$ cat config.mk
export PLATFORM = sky130hd
export DESIGN_NAME = mode_record
export DESIGN_NICKNAME = d
export VERILOG_FILES = /design/src/rtl/mode_record.sv
export SDC_FILE = /design/constraint.sdc
export NUM_CORES = 1
export LEC_CHECK = 0
export CORE_AREA = 4 4 159 237
export CTS_CLUSTER_SIZE = 10
export DETAILED_ROUTE_END_ITERATION = 10
export DIE_AREA = 0 0 163 241
export GPL_TIMING_DRIVEN = 0
export PLACE_DENSITY = 0.74
export SETUP_SLACK_MARGIN = 0.1
export SLEW_MARGIN = 20
export SYNTH_ARGS = -nofsm -noshare
export SYNTH_HDL_FRONTEND = slang
export SYNTH_SLANG_ARGS = --single-unit
$ cat constraint.sdc
create_clock -name clk -period 2.5 [get_ports clk]
set_input_delay 0.25 -clock clk [delete_from_list [all_inputs] [get_ports clk]]
set_output_delay 0.25 -clock clk [all_outputs]
set_load 0.03 [all_outputs]
$ cat src/rtl/mode_record.sv
// Record mode: debounces the note switches and writes the played tune into a
// packed slot buffer (note code + octave per slot, rests between notes, end marker).
module mode_record #(
   parameter int SONG_TIME = 56,
   parameter int DEBOUNCE  = 1000000,
   parameter int CNT_W     = 20
) (
   input  logic                     clk,
   input  logic                     reset,
   input  logic                     record_en,
   input  logic [6:0]               switches,
   input  logic [1:0]               octave_in,
   output logic [SONG_TIME*4-1:0]   song_packed,
   output logic [SONG_TIME*2-1:0]   octave_packed,
   output logic [5:0]               length,
   output logic                     recording,
   output logic                     done,
   output logic                     full,
   output logic [6:0]               led_out
);

   typedef enum logic [1:0] {
      ST_IDLE,
      ST_WAIT_PRESS,
      ST_WAIT_RELEASE,
      ST_DONE
   } state_t;

   localparam logic [5:0]       LEN_MAX = 6'(SONG_TIME - 1);
   localparam logic [CNT_W-1:0] CNT_MAX = CNT_W'(DEBOUNCE - 1);

   state_t                   state_q, state_d;
   logic [6:0]               sw_reg_q, sw_reg_d;
   logic [6:0]               sw_prev_q, sw_prev_d;
   logic [6:0]               sw_db_q, sw_db_d;
   logic [CNT_W-1:0]         cnt_q, cnt_d;
   logic                     prev_en_q, prev_en_d;
   logic [SONG_TIME*4-1:0]   song_q, song_d;
   logic [SONG_TIME*2-1:0]   oct_q, oct_d;
   logic [5:0]               length_q, length_d;
   logic                     full_q, full_d;
   logic [6:0]               led_q, led_d;

   logic [3:0] note_code;
   logic       onehot;
   logic       rise, fall;
   logic       wr_en;
   logic [3:0] wr_note;
   logic [1:0] wr_oct;

   // Counter restarts on any change between successive registered samples.
   always_comb begin
      sw_reg_d  = switches;
      sw_prev_d = sw_reg_q;
      sw_db_d   = sw_db_q;
      cnt_d     = cnt_q;
      if (sw_reg_q != sw_prev_q) begin
         cnt_d = '0;
      end else if (cnt_q == CNT_MAX) begin
         sw_db_d = sw_reg_q;
      end else begin
         cnt_d = cnt_q + 1'b1;
      end
   end

   always_comb begin
      note_code = '0;
      for (int unsigned k = 0; k < 7; k++) begin
         if (sw_db_q[k]) note_code = 4'(k + 1);
      end
      onehot = (sw_db_q != '0) && ((sw_db_q & (sw_db_q - 7'd1)) == '0);
   end

   always_comb begin
      state_d   = state_q;
      song_d    = song_q;
      oct_d     = oct_q;
      length_d  = length_q;
      full_d    = full_q;
      led_d     = led_q;
      prev_en_d = record_en;
      rise      = record_en & ~prev_en_q;
      fall      = ~record_en & prev_en_q;
      wr_en     = 1'b0;
      wr_note   = '0;
      wr_oct    = '0;

      case (state_q)
         ST_IDLE, ST_DONE: begin
            if (rise) begin
               song_d   = '1;
               oct_d    = '0;
               length_d = '0;
               full_d   = 1'b0;
               led_d    = '0;
               state_d  = ST_WAIT_PRESS;
            end
         end
         ST_WAIT_PRESS: begin
            if (fall) begin
               song_d[{length_q, 2'b00} +: 4] = 4'hF;
               state_d = ST_DONE;
            end else if (onehot) begin
               wr_en   = 1'b1;
               wr_note = note_code;
               wr_oct  = octave_in;
               led_d   = sw_db_q;
               state_d = ST_WAIT_RELEASE;
            end
         end
         ST_WAIT_RELEASE: begin
            if (fall) begin
               song_d[{length_q, 2'b00} +: 4] = 4'hF;
               state_d = ST_DONE;
            end else if (sw_db_q == '0) begin
               wr_en   = 1'b1;
               led_d   = '0;
               state_d = ST_WAIT_PRESS;
            end
         end
         default: state_d = ST_IDLE;
      endcase

      // The last slot is reserved for the end marker, so a write there ends the take.
      if (wr_en) begin
         if (length_q == LEN_MAX) begin
            song_d[{length_q, 2'b00} +: 4] = 4'hF;
            oct_d[{length_q, 1'b0} +: 2]   = 2'b00;
            full_d  = 1'b1;
            state_d = ST_DONE;
         end else begin
            song_d[{length_q, 2'b00} +: 4] = wr_note;
            oct_d[{length_q, 1'b0} +: 2]   = wr_oct;
            length_d = length_q + 6'd1;
         end
      end
   end

   always_ff @(posedge clk) begin
      if (!reset) begin
         state_q   <= ST_IDLE;
         sw_reg_q  <= '0;
         sw_prev_q <= '0;
         sw_db_q   <= '0;
         cnt_q     <= '0;
         prev_en_q <= 1'b0;
         song_q    <= '1;
         oct_q     <= '0;
         length_q  <= '0;
         full_q    <= 1'b0;
         led_q     <= '0;
      end else begin
         state_q   <= state_d;
         sw_reg_q  <= sw_reg_d;
         sw_prev_q <= sw_prev_d;
         sw_db_q   <= sw_db_d;
         cnt_q     <= cnt_d;
         prev_en_q <= prev_en_d;
         song_q    <= song_d;
         oct_q     <= oct_d;
         length_q  <= length_d;
         full_q    <= full_d;
         led_q     <= led_d;
      end
   end

   assign song_packed   = song_q;
   assign octave_packed = oct_q;
   assign length        = length_q;
   assign recording     = (state_q == ST_WAIT_PRESS) || (state_q == ST_WAIT_RELEASE);
   assign done          = (state_q == ST_DONE);
   assign full          = full_q;
   assign led_out       = led_q;

endmodule
==> results.json <==
{
  "layout_setup_ws_ps": -30.2,
  "critPathSlowestCell": "dfxtp_2",
  "yosysTopAreaCell": "dfxtp_1",
  "finalCritPeriodShare": 1.01,
  "slew-limit-headroom": 0.335,
  "dp_cells": 2536,
  "num_rows": 85,
  "wire_per_inst_um": 27.9,
  "grt.overflow.total": 0,
  "ys_warn_count": 0,
  "portBuffers": 363,
  "status": "finished, violations left",
  "die_h_um": 241,
  "wirelength_um": 78300,
  "synth_largest_type_area_fraction": 0.497,
  "p_sw_uw": 3320,
  "ant_nets": 0,
  "finalHoldViolCount": 0,
  "max_stage_delay_ps": 320,
  "dp_hpwl_um": 53600,
  "crit_type": "reg -> reg",
  "power.share.switching": 0.251,
  "synthArstFlopShare": 0,
  "via_per_inst": 6.40,
  "p_clk_frac": 0.429,
  "area_growth_pct": 66.6,
  "violations": "setup timing",
  "start_util": 0.444,
  "ys_seq_elements": 394,
  "maxSlewViolCount": 0,
  "numClockSinks": 394,
  "grt_max_degree": 12,
  "cts_tree": "yes",
  "end_kind": "flop",
  "drc": 0,
  "cp-start-kind": "flop",
  "grt_use_total": 0.360,
  "avgSynthCellArea_um2": 9.36,
  "fin_setup_tns_ps": -191,
  "crit_arrival_ps": 3000,
  "internal_power_uw": 9930,
  "min_period_ps": 2530,
  "min_path_type": "in -> reg",
  "synth-edff-count": 0,
  "die_area_mm2": 0.0393,
  "h-tree-depth": 2,
  "cp_data_required_time_ps": 2970,
  "pwr-share-comb": 0.094,
  "numCtsBuffers": 45,
  "synth_ff_type": "dfxtp_1",
  "p_per_area_mw_per_mm2": 501,
  "clkSlewWorstSetupHoldPaths_ps": 60,
  "drive_gt1_frac": 0.312,
  "syn_nets": 1712,
  "cp_max_fo": 8,
  "vias": 17900,
  "firstDrtPassIters": 6,
  "fp.dieW_um": 163,
  "synth_area_leaders": "dfxtp_1, a2bb2oi_1, nor2_1",
  "max_cap_viol_count": 0,
  "cts_hold_buf": 0,
  "fin_skew_ps": 15.2,
  "clock.fmax_mhz": 395,
  "synth_area_mm2": 0.0159,
  "p_total_uw": 13200,
  "clk_path_buf_depth": 3,
  "synth_cell_types": 78,
  "setup_viol": 13,
  "coreArea_mm2": 0.0357,
  "syn_inst": 1694,
  "ys_seq_area_frac": 0.497,
  "grt_pass1_wl_um": 108000,
  "grt_setup_unrepaired": "yes",
  "clk_latency_ps": 570,
  "gp_congestion": 1.02,
  "cts-root-buf": "clkbuf_16",
  "antenna_found_initial": 2,
  "p_leak_uw": 0.00985,
  "worst_pin_slew_ps": 997,
  "ios": 364,
  "finalNonFillerCells": 2803,
  "cp_cell_sequence": "buf_6 -> buf_4 -> a211oi_4 -> o211ai_1 -> buf_4 -> a31oi_4 -> buf_12 -> buf_6 -> nand4_1 -> buf_4 -> o31ai_2",
  "drtIter0Drc": 1708,
  "grt_pass1_vias": 17400,
  "nets": 2337,
  "vdd_drop_max_uv": 552,
  "power_frac_seq": 0.477,
  "critPathMostFrequentCell": "buf_4"
}
==> final cells by class <==
class	instances	area, um2
antenna	2	5.00
buffer	104	978
clock buffer	48	1140
clock inverter	3	25.0
fill	2466	9300
inverter	12	57.6
multi-input combinational	1182	9920
sequential	394	7910
tap	478	598
timing repair buffer	580	5810
==> Yosys cell counts (21+ instances only) <==
cell type,instances
a2bb2oi_1,85
nand3_1,69
and3_1,22
mux2i_1,22
o21ai_0,82
nor3_1,62
nor2_1,157
a21o_1,31
clkbuf_1,76
o22a_1,55
dfxtp_1,394
o32a_1,21
nand2_1,149
a22o_1,48
a21oi_1,70
==> worst max-delay path: cells and delay by family, from the launching register on <==
kind            cells  cell delay, ps
flops               1             320
compound gates      4             770
simple gates        1             270
buf+inv             6            1060
==> through the flow <==
| stage | worst slack, ps | utilization | hold WS (ps) | instance area [um2] |
|---|---|---|---|---|
| floorplan | -20.8 | - | 372 | 16000 |
| global placement | -1590 | 0.567 | 440 | 20300 |
| detailed placement | -1330 | 0.567 | 451 | 20300 |
| CTS | -3.31 | 0.678 | 272 | 24200 |
| global route | -62.3 | 0.740 | 277 | 26400 |
| finish | -30.2 | 0.740 | 275 | 26400 |
==> power by group through the flow <==
stage          registers, uW  clock network, uW  logic [uW]
2_1_floorplan           6450                  0         537
3_3_place_gp            6450                  0         828
3_5_place_dp            6450                  0         843
4_1_cts                 6320               5660        1030
5_1_grt                 6310               5910        1270
6_report                6320               5690        1250
==> placed cells by master, fill, tap and decap left out, types with 13 or more instances in the layout <==
cell type        count
nand4_1             19
a2bb2oi_2           38
a21o_1              13
o21ai_1             20
nand3_1             55
nor3_4              25
clkbuf_2            16
a32o_1              17
nor2_1             104
a21o_4              17
buf_12              33
o21ai_0             35
o22a_1              53
nand2_1            115
o211ai_1            20
a22o_1              48
xor2_1              19
buf_6               50
mux2i_1             22
clkdlybuf4s50_1    362
clkbuf_1            15
o21ai_2             20
nor3_1              28
nand2_2             19
a21oi_1             52
nor2_4              36
clkbuf_4            22
a31oi_1             15
nor2_2              18
buf_4              163
and2_1              17
a2bb2oi_1           47
clkbuf_16           54
o32a_1              21
dfxtp_1            387
nand2_4             13
==> cell families after synthesis <==
kind of cell,count (synthesis),share of synthesized area
xor gates and xnor gates,32,0.0177
adders and majority gates,6,0.00473
and+or+nand+nor,567,0.170
buffers and inverters,119,0.0309
DFF,394,0.497
AOI/OAI and AO/OA,554,0.266
muxes,22,0.0139
==> registers in the layout, indices dropped and copies added, names as in the netlist, 2 cells and up <==
signal         flops
cnt_q             20
led_out            7
length             6
octave_packed    112
song_packed      224
state_q            2
sw_db_q            7
sw_prev_d          7
sw_prev_q          7
==> layer usage <==
layer,up-vias,GRT usage,share of wire
li1,7576,-,-
met5,-,0,0
met1,8629,0.386,0.33
met3,457,0.0820,0.096
met2,1277,0.619,0.48
met4,0,0.267,0.092
==> final timing paths <==
check,slack (ps),to,cells past startpoint,start
max reg2reg,-30,octave_packed[58],11,sw_db_q[4]
min reg2reg,460,octave_packed[15],2,octave_packed[15]
max,-30,octave_packed[58],11,sw_db_q[4]
min,270,sw_prev_d[1],2,switches[1]
==> timing repair <==
action,4_1_cts,5_1_grt
pin swaps,102,116
setup endpoints to repair,359,360
setup buffers,112,95
resized for setup,484,300
cloned,2,9
No activity file was read; power rests on OpenSTA's default activity.
